--- src/rtl/mul_div_unit.sv ---
// Iterative RV32M multiply/divide unit: radix-2 shift-add multiply and restoring divide,
// one step per cycle, with a single-cycle fast path for divide-by-zero and signed overflow.
module mul_div_unit #(
    parameter int XLEN  = 32,
    parameter int TAG_W = 5
) (
    input  logic             CLK,
    input  logic             RESET,
    input  logic             START,
    input  logic [2:0]       FUNCT3,
    input  logic [XLEN-1:0]  DATA1,
    input  logic [XLEN-1:0]  DATA2,
    input  logic [TAG_W-1:0] TAG_IN,
    input  logic             FLUSH,
    output logic             BUSY,
    output logic             RESULT_VALID,
    output logic [XLEN-1:0]  RESULT,
    output logic [TAG_W-1:0] TAG_OUT
);

    localparam int CNT_W = $clog2(XLEN + 1);

    typedef enum logic [1:0] {
        S_IDLE = 2'd0,
        S_CALC = 2'd1,
        S_FIX  = 2'd2
    } state_t;

    state_t              state_q, state_d;
    logic                busy_q, busy_d;
    logic [CNT_W-1:0]    cnt_q, cnt_d;
    logic [2:0]          f3_q, f3_d;
    logic [TAG_W-1:0]    tag_q, tag_d;
    logic [2*XLEN-1:0]   prod_q, prod_d;
    logic [XLEN-1:0]     b_q, b_d;
    logic                neg_q, neg_d;
    logic                fast_q, fast_d;
    logic [XLEN-1:0]     result_q, result_d;
    logic [TAG_W-1:0]    tag_out_q, tag_out_d;
    logic                rv_q, rv_d;

    logic                a_signed_s, b_signed_s, a_neg_s, b_neg_s, neg_s;
    logic [XLEN-1:0]     a_mag_s, b_mag_s;
    logic                dz_s, ovf_s, fast_s;
    logic [XLEN-1:0]     fast_res_s;
    logic [XLEN:0]       sum_s, shl_s, diff_s;
    logic [2*XLEN-1:0]   mul_step_s, div_step_s, mul_fix_s;
    logic [XLEN-1:0]     quo_s, rem_s, fix_res_s;

    // Operand decode at the START edge: magnitudes, result sign and fast-path detection
    always_comb begin
        a_signed_s = (FUNCT3 == 3'b001) || (FUNCT3 == 3'b010) || (FUNCT3 == 3'b100) || (FUNCT3 == 3'b110);
        b_signed_s = (FUNCT3 == 3'b001) || (FUNCT3 == 3'b100) || (FUNCT3 == 3'b110);
        a_neg_s    = a_signed_s & DATA1[XLEN-1];
        b_neg_s    = b_signed_s & DATA2[XLEN-1];
        a_mag_s    = a_neg_s ? ({XLEN{1'b0}} - DATA1) : DATA1;
        b_mag_s    = b_neg_s ? ({XLEN{1'b0}} - DATA2) : DATA2;
        // REM follows the dividend sign; the others follow the sign product
        if (FUNCT3 == 3'b110) begin
            neg_s = a_neg_s;
        end else if ((FUNCT3 == 3'b001) || (FUNCT3 == 3'b010) || (FUNCT3 == 3'b100)) begin
            neg_s = a_neg_s ^ b_neg_s;
        end else begin
            neg_s = 1'b0;
        end
        dz_s   = FUNCT3[2] && (DATA2 == {XLEN{1'b0}});
        ovf_s  = ((FUNCT3 == 3'b100) || (FUNCT3 == 3'b110)) &&
                 (DATA1 == {1'b1, {(XLEN-1){1'b0}}}) && (DATA2 == {XLEN{1'b1}});
        fast_s = dz_s || ovf_s;
        if (dz_s) begin
            fast_res_s = FUNCT3[1] ? DATA1 : {XLEN{1'b1}};
        end else begin
            fast_res_s = FUNCT3[1] ? {XLEN{1'b0}} : DATA1;
        end
    end

    // One radix-2 step: multiply keeps the multiplier in the low half, divide keeps the quotient there
    always_comb begin
        sum_s      = {1'b0, prod_q[2*XLEN-1:XLEN]} + (prod_q[0] ? {1'b0, b_q} : {(XLEN+1){1'b0}});
        mul_step_s = {sum_s, prod_q[XLEN-1:1]};
        shl_s      = {prod_q[2*XLEN-1:XLEN], prod_q[XLEN-1]};
        diff_s     = shl_s - {1'b0, b_q};
        if (!diff_s[XLEN]) begin
            div_step_s = {diff_s[XLEN-1:0], prod_q[XLEN-2:0], 1'b1};
        end else begin
            div_step_s = {shl_s[XLEN-1:0], prod_q[XLEN-2:0], 1'b0};
        end
    end

    // Sign correction and result selection for the FIX cycle
    always_comb begin
        mul_fix_s = neg_q ? ({(2*XLEN){1'b0}} - prod_q) : prod_q;
        quo_s     = prod_q[XLEN-1:0];
        rem_s     = prod_q[2*XLEN-1:XLEN];
        case (f3_q)
            3'b000:                 fix_res_s = prod_q[XLEN-1:0];
            3'b001, 3'b010, 3'b011: fix_res_s = mul_fix_s[2*XLEN-1:XLEN];
            3'b100:                 fix_res_s = neg_q ? ({XLEN{1'b0}} - quo_s) : quo_s;
            3'b101:                 fix_res_s = quo_s;
            3'b110:                 fix_res_s = neg_q ? ({XLEN{1'b0}} - rem_s) : rem_s;
            3'b111:                 fix_res_s = rem_s;
            default:                fix_res_s = {XLEN{1'b0}};
        endcase
    end

    // Next-state logic; a fast-path result waits one cycle in prod_q before it is published
    always_comb begin
        state_d   = state_q;
        cnt_d     = cnt_q;
        f3_d      = f3_q;
        tag_d     = tag_q;
        prod_d    = prod_q;
        b_d       = b_q;
        neg_d     = neg_q;
        fast_d    = 1'b0;
        result_d  = result_q;
        tag_out_d = tag_out_q;
        rv_d      = 1'b0;
        case (state_q)
            S_IDLE: begin
                if (fast_q) begin
                    result_d  = prod_q[XLEN-1:0];
                    tag_out_d = tag_q;
                    rv_d      = 1'b1;
                end else begin
                    rv_d = 1'b0;
                end
                if (START) begin
                    f3_d  = FUNCT3;
                    tag_d = TAG_IN;
                    b_d   = b_mag_s;
                    neg_d = neg_s;
                    cnt_d = CNT_W'(XLEN);
                    if (fast_s) begin
                        fast_d = 1'b1;
                        prod_d = {{XLEN{1'b0}}, fast_res_s};
                    end else begin
                        prod_d  = {{XLEN{1'b0}}, a_mag_s};
                        state_d = S_CALC;
                    end
                end else begin
                    state_d = S_IDLE;
                end
            end
            S_CALC: begin
                prod_d = f3_q[2] ? div_step_s : mul_step_s;
                cnt_d  = cnt_q - CNT_W'(1);
                if (cnt_q == CNT_W'(1)) begin
                    state_d = S_FIX;
                end else begin
                    state_d = S_CALC;
                end
            end
            S_FIX: begin
                result_d  = fix_res_s;
                tag_out_d = tag_q;
                rv_d      = 1'b1;
                state_d   = S_IDLE;
            end
            default: begin
                state_d = S_IDLE;
            end
        endcase
        if (FLUSH) begin
            state_d   = S_IDLE;
            fast_d    = 1'b0;
            rv_d      = 1'b0;
            result_d  = result_q;
            tag_out_d = tag_out_q;
        end else begin
            fast_d = fast_d;
        end
        busy_d = (state_d != S_IDLE);
    end

    // State and output registers
    always_ff @(posedge CLK or posedge RESET) begin
        if (RESET) begin
            state_q   <= S_IDLE;
            busy_q    <= 1'b0;
            cnt_q     <= {CNT_W{1'b0}};
            f3_q      <= 3'b000;
            tag_q     <= {TAG_W{1'b0}};
            prod_q    <= {(2*XLEN){1'b0}};
            b_q       <= {XLEN{1'b0}};
            neg_q     <= 1'b0;
            fast_q    <= 1'b0;
            result_q  <= {XLEN{1'b0}};
            tag_out_q <= {TAG_W{1'b0}};
            rv_q      <= 1'b0;
        end else begin
            state_q   <= state_d;
            busy_q    <= busy_d;
            cnt_q     <= cnt_d;
            f3_q      <= f3_d;
            tag_q     <= tag_d;
            prod_q    <= prod_d;
            b_q       <= b_d;
            neg_q     <= neg_d;
            fast_q    <= fast_d;
            result_q  <= result_d;
            tag_out_q <= tag_out_d;
            rv_q      <= rv_d;
        end
    end

    assign BUSY         = busy_q;
    assign RESULT_VALID = rv_q;
    assign RESULT       = result_q;
    assign TAG_OUT      = tag_out_q;

endmodule

--- config.mk ---
export PLATFORM = sky130hd
export DESIGN_NAME = mul_div_unit
export DESIGN_NICKNAME = d
export VERILOG_FILES = /design/src/rtl/mul_div_unit.sv
export SDC_FILE = /design/constraint.sdc
export NUM_CORES = 1
export LEC_CHECK = 0
export CORE_MARGIN = 4
export CORE_UTILIZATION = 50
export CTS_CLUSTER_SIZE = 28
export DETAILED_ROUTE_END_ITERATION = 8
export GPL_ROUTABILITY_DRIVEN = 0
export PLACE_DENSITY_LB_ADDON = 0.12
export SLEW_MARGIN = 0
export SYNTH_ARGS = -nofsm -noshare
export SYNTH_HDL_FRONTEND = slang
export SYNTH_SLANG_ARGS = --single-unit
--- constraint.sdc ---
create_clock -name CLK -period 11.8 [get_ports CLK]
set_input_delay 1.77 -clock CLK [delete_from_list [all_inputs] [get_ports CLK]]
set_output_delay 1.77 -clock CLK [all_outputs]
set_load 0.01 [all_outputs]
# --- Yosys cells after proc, flatten, opt, wreduce, memory -nomap -nowiden ---
# Cells that the tools add are included.
totals:
  in_bits: 76
  ram_bits: 0
  latch_bits: 0
  n_memories: 0
  register_bits: 153
  out_inout_bits: 39
  word_cells: 98
  romBits: 0
op_classes:
  reduce_logical: 21
  bitwise_logic: 4
  shift: 0
  multipliers: 0
  div: 0
  n_lt_le_gt_ge: 0
  add_sub_neg: 8
  n_eq_ne: 18
  mux: 35
ops:
  columns: ["cell", "count"]
  rows:
  - ["32-bit 2-to-1 mux", 10]
  - ["64-bit 2-to-1 mux", 4]
  - ["32-bit one-hot mux with 5 select lines", 1]
  - ["64-bit one-hot mux with 2 select lines", 1]
  - ["1-bit by 32-bit subtractor with 32-bit output (first input constant)", 4]
  - ["32-bit equality test (second input constant)", 2]
  - ["32-bit one-hot mux with 2 select lines", 1]
  - ["1-bit by 64-bit subtractor with 64-bit output (first input constant)", 1]
  - ["32-bit by 32-bit adder with 33-bit output", 1]
  - ["33-bit by 32-bit subtractor with 33-bit output", 1]
  - ["32-bit logical NOT", 1]
  - ["3-bit equality test (second input constant)", 6]
  - ["6-bit one-hot mux with 2 select lines", 1]
  - ["5-bit one-hot mux with 2 select lines", 1]
  - ["3-bit by 2-bit equality test with 1-bit output (second input constant)", 3]
  - ["1-bit 2-to-1 mux", 8]
  - ["2-bit 2-to-1 mux", 4]
  - ["1-bit logical OR", 7]
  - ["3-bit by 1-bit equality test with 1-bit output (second input constant)", 2]
  - ["6-bit by 1-bit equality test with 1-bit output (second input constant)", 1]
  - ["6-bit 2-to-1 mux", 1]
  - ["2-bit nonzero test", 3]
  - ["6-bit by 1-bit subtractor with 6-bit output (second input constant)", 1]
  - ["5-bit 2-to-1 mux", 1]
  - ["other kinds (15)", 20]

# --- Longest topological paths before layout ---
logic_depth:
  word_depth: 10
  depth_mapped: 14
  mapped_depth_nobuf: 13

# --- Least setup slack after synthesis ---
# Ideal clock, no wire load.
synth_path:
  kind: "input-to-reg"
  start: "in DATA1[13]"
  end: "reg prod_q[28]"
  setup_time_ps: 131
  path_slack_ps: 7145
  t_arrival_ps: 4524
  n_path_buf: 4
  cell_stages: 12
  t_required_ps: 11669
  cell_sequence: "or4_4 -> or4_4 -> or3b_1 -> buf_2 -> or4_4 -> buf_6 -> buf_6 -> buf_6 -> a21oi_1 -> a21oi_1 -> a21oi_1 -> o21ai_1"
synth_via:
  elab_chain_cells: 7
  word_cells_on_any_way: 9
  cone_classes: "add/sub (1); eq/ne (1); mux (4); reduce/logical (3)"
synth_lines:
  columns: ["item", "line_no", "text"]
  rows:
  - ["start: declaration", "11", "input logic [XLEN-1:0] DATA1,"]
  - ["branches (longest 4 deep; another with 1-bit by 32-bit subtractor with 32-bit output)", null, null]
  - ["32-bit 2-to-1 mux (*)", "134", "if (fast_s) begin"]
  - ["64-bit 2-to-1 mux (*)", "128", "if (START) begin"]
  - ["64-bit one-hot mux with 2 select lines (*)", "119", "case (state_q)"]
  - ["end signal: assignment", "184", "prod_q <= {(2*XLEN){1'b0}};"]
  - ["end signal: assignment", "197", "prod_q <= prod_d;"]
  - ["end: declaration", "34", "logic [2*XLEN-1:0] prod_q, prod_d;"]
# Mark *: on every way between the ends. The select of a mux whose other input is x is not followed.
# A chain may end at the register's enable or synchronous reset.

# --- Final worst setup path ---
layout_path:
  start: "in DATA2[6]"
  end: "reg prod_q[10]"
layout_via:
  elab_chain_cells: 6
  word_cells_on_any_way: 9
  cone_classes: "eq/ne (1); mux (4); reduce/logical (4)"
layout_lines:
  columns: ["item", "line_no", "text"]
  rows:
  - ["start: declaration", "12", "input logic [XLEN-1:0] DATA2,"]
  - ["32-bit logical NOT / 32-bit equality test (equally long branches)", "66, 68", null]
  - ["1-bit logical AND, on equally long branches", "66, 68", null]
  - ["32-bit 2-to-1 mux / 1-bit logical OR (equally long branches)", "70, 69", null]
  - ["32-bit 2-to-1 mux (*)", "134", null]
  - ["64-bit 2-to-1 mux (*)", "128", null]
  - ["64-bit one-hot mux with 2 select lines (*)", "119", null]
# Mark *: on every way between the ends. The rest lies on a longest branch, timed or not. The select of a mux whose other input is x is not followed.

==> reports/metrics.yaml <==
outcome: "complete, no violations"
fmax_mhz: 181
finalInstanceArea_um2: 16900
synthXorXnorAreaFrac: 0.0833
layout_commonest_cell: "nand2_1"
ff2ff_setup_slack_ns: 7.46
crit_required_ns: 12.13
synth_cell_type_count: 87
drcViolationCount: 0
synthFlopType: "dfrtp_1"
cp-end-kind: "register"
cts.repair.resized: 0
drv_slew: 0
power_leakage_nw: 6.96
nets: 2171
die_y_um: 182
viasPerCell: 6.52
synth_area_leaders: "dfrtp_1, o21ai_0, ha_1, nand2_1, a21oi_1"
numPortBuffers: 114
cp_max_fo: 25
rsz0062_at_grt: "false"
drive_gt1_frac: 0.0600
dp_hpwl_mm: 37.6
die_w_um: 182
drt-pass1-iter-count: 7
synth_edf_count: 0
fillers: 2802
tightest_slew_ns: 1.07
syn_area_um2: 15100
hold_path_class: "reg -> reg"
irDropWorstVdd_mv: 0.129
finalClockSkew_ns: 0.0168
hold_buffers: 0
coreArea_um2: 29700
syn_to_final_growth_pct: 11.9
totalWireLength_mm: 51.5
synth_nets: 2164
crit_type: "in -> reg"
htreeDepth: 4
cts_setup_buffers: 0
grt.total_usage: 0.302
fin_crit_ns: 5.53
synthArstFlopShare: 1.00
grt_pass1_wl_mm: 81.2
ant_nets: 0
antenna_found_initial: 0
synth_seq_cells: 153
clk_latency_ns: 0.45
synth_fa_ha_area_frac: 0.0613
grt_pass1_vias: 14700
cpPeakStageDelay_ns: 0.83
fp-row-count: 63
slew_headroom: 0.286
numCtsBuffers: 17
finalPower_mw: 4.00
synth-compound-area-share: 0.284
yosysTopAreaCell: "dfrtp_1"
cap_viol_max_count: 0
diodes: 0
ys_warn_count: 0
routedWlPerCell_um: 21.2
crit_path_start_kind: "input port"
period_share: 0.468
io_pins: 115
register_area_um2: 3830
cp_cell_sequence: "clkdlybuf4s50_1, or4_1, or3_1, nor4_1, and3_1, nand2_1, o21a_1, o221ai_1, o21ai_0, mux2_2"
critical_path.slowest_cell: "and3_1"
grt_max_degree: 97
vias: 15800
drt_iter0_drc: 1707
path_clk_slew_ns: 0.07
cp.arrival_ns: 5.85
start_util: 0.509
cts_tree: "built"
cts_root_buf: "clkbuf_16"
cts.path.max_buffers: 2
seq_area_frac_synth: 0.253
report.final.hold_viol_count: 0
hold_slack_ns: 0.471
clock_sinks: 153
multi_input_area_um2: 10500
setup_viol: 0
fin_setup_tns_ns: 0
final_core_util: 0.570
layout_common_cells: "nand2_1, o21ai_0, nor2_1, a21oi_1, dfrtp_1"
postPlaceCellArea_um2: 16400
die_area_um2: 33100
yosysTopAreaCellShare: 0.253
grt-ovfl-total: 0
power.density_nw_per_um2: 236
syn_area_per_cell_um2: 7.51
muxShareOfSynthArea: 0.0415
synth_top_family_by_area: "compound AO/OA/AOI/OAI gates"
synthSimpleGateAreaFrac: 0.219
synth_cells: 2015
==> path summary, 6_finish.rpt <==
kind                           start    endpoint  cells past startpoint
hold / removal              tag_q[1]  TAG_OUT[1]                      2
setup / recovery            DATA2[6]  prod_q[10]                     10
min in group asynchronous      RESET  prod_q[45]                      2
max in group asynchronous      RESET    cnt_q[2]                      3
setup reg to reg           prod_q[0]  prod_q[62]                     13
hold reg to reg             tag_q[1]  TAG_OUT[1]                      2
==> state kept, by name, summed over array words and instances, names as in the netlist <==
name          cells
fast_q            1
cnt_q             6
b_q              32
RESULT           32
BUSY              1
neg_q             1
RESULT_VALID      1
prod_q           64
state_q           2
TAG_OUT           5
f3_q              3
tag_q             5
==> power by group <==
group	internal [mW]	switching (mW)
logic	0.976	1.44
clock network	0.294	0.255
registers	0.672	0.366
==> final cells by class <==
| class | count | area share |
|---|---|---|
| inverter | 75 | 0.0169 |
| clock inverter | 15 | 0.00835 |
| tap | 390 | 0.0288 |
| clock buffer | 17 | 0.0251 |
| multi-input combinational | 1640 | 0.618 |
| timing repair buffer | 135 | 0.0767 |
| sequential | 153 | 0.226 |
==> cells by family after synthesis <==
logic type,count (synthesis)
multiplexers,60
AO/OA/AOI/OAI,679
adder cells (fa/ha/maj),73
XOR/XNOR,144
flip-flops,153
AND/OR/NAND/NOR,684
buffers and inverters,222
==> per-layer routing <==
layer,global-route usage,routed length (µm),vias up
li1,-,-,7414
met1,0.437,22600,7363
met2,0.447,21600,871
met3,0.0599,5390,151
met4,0.111,1890,0
met5,0,0,-
==> cells in the mapped netlist (7+ instances only) <==
cell type / number
or4_1: 8
o21a_1: 10
a21o_1: 15
dfrtp_1: 153
o211ai_1: 21
nor4_1: 22
a22oi_1: 23
a221oi_1: 9
a211oi_1: 22
nand2_1: 226
o21bai_1: 7
inv_1: 75
and3_1: 13
buf_2: 7
o22ai_1: 23
ha_1: 71
or3_1: 25
a31oi_1: 24
mux2i_1: 38
o21ai_0: 201
nor3_1: 65
nand4_1: 19
nor2b_1: 18
or2_2: 9
o221ai_1: 11
o31ai_1: 39
clkbuf_1: 127
buf_1: 8
o32ai_1: 11
nor2_1: 162
a21oi_1: 153
xor2_1: 63
nand3_1: 47
mux2_2: 22
and2_1: 11
or4_4: 7
xnor2_1: 81
o41ai_1: 12
o21ai_1: 22
nand2b_1: 19
==> per-stage QoR <==
| stage | cells | worst slack (ns) |
|---|---|---|
| floorplan | 2015 | 5.91 |
| global placement | 2393 | 5.98 |
| detailed placement | 2393 | 5.89 |
| CTS | 2425 | 6.36 |
| global route | 2425 | 6.17 |
| finish | 2425 | 6.27 |
==> critical path, delay by kind of cell <==
family	cells	cell delay [ns]
AND/OR/NAND/NOR	5	2.81
buffers and inverters	1	0.50
AO/OA/AOI/OAI	3	0.49
multiplexers	1	0.28
Power figures use the tool's default switching activity.
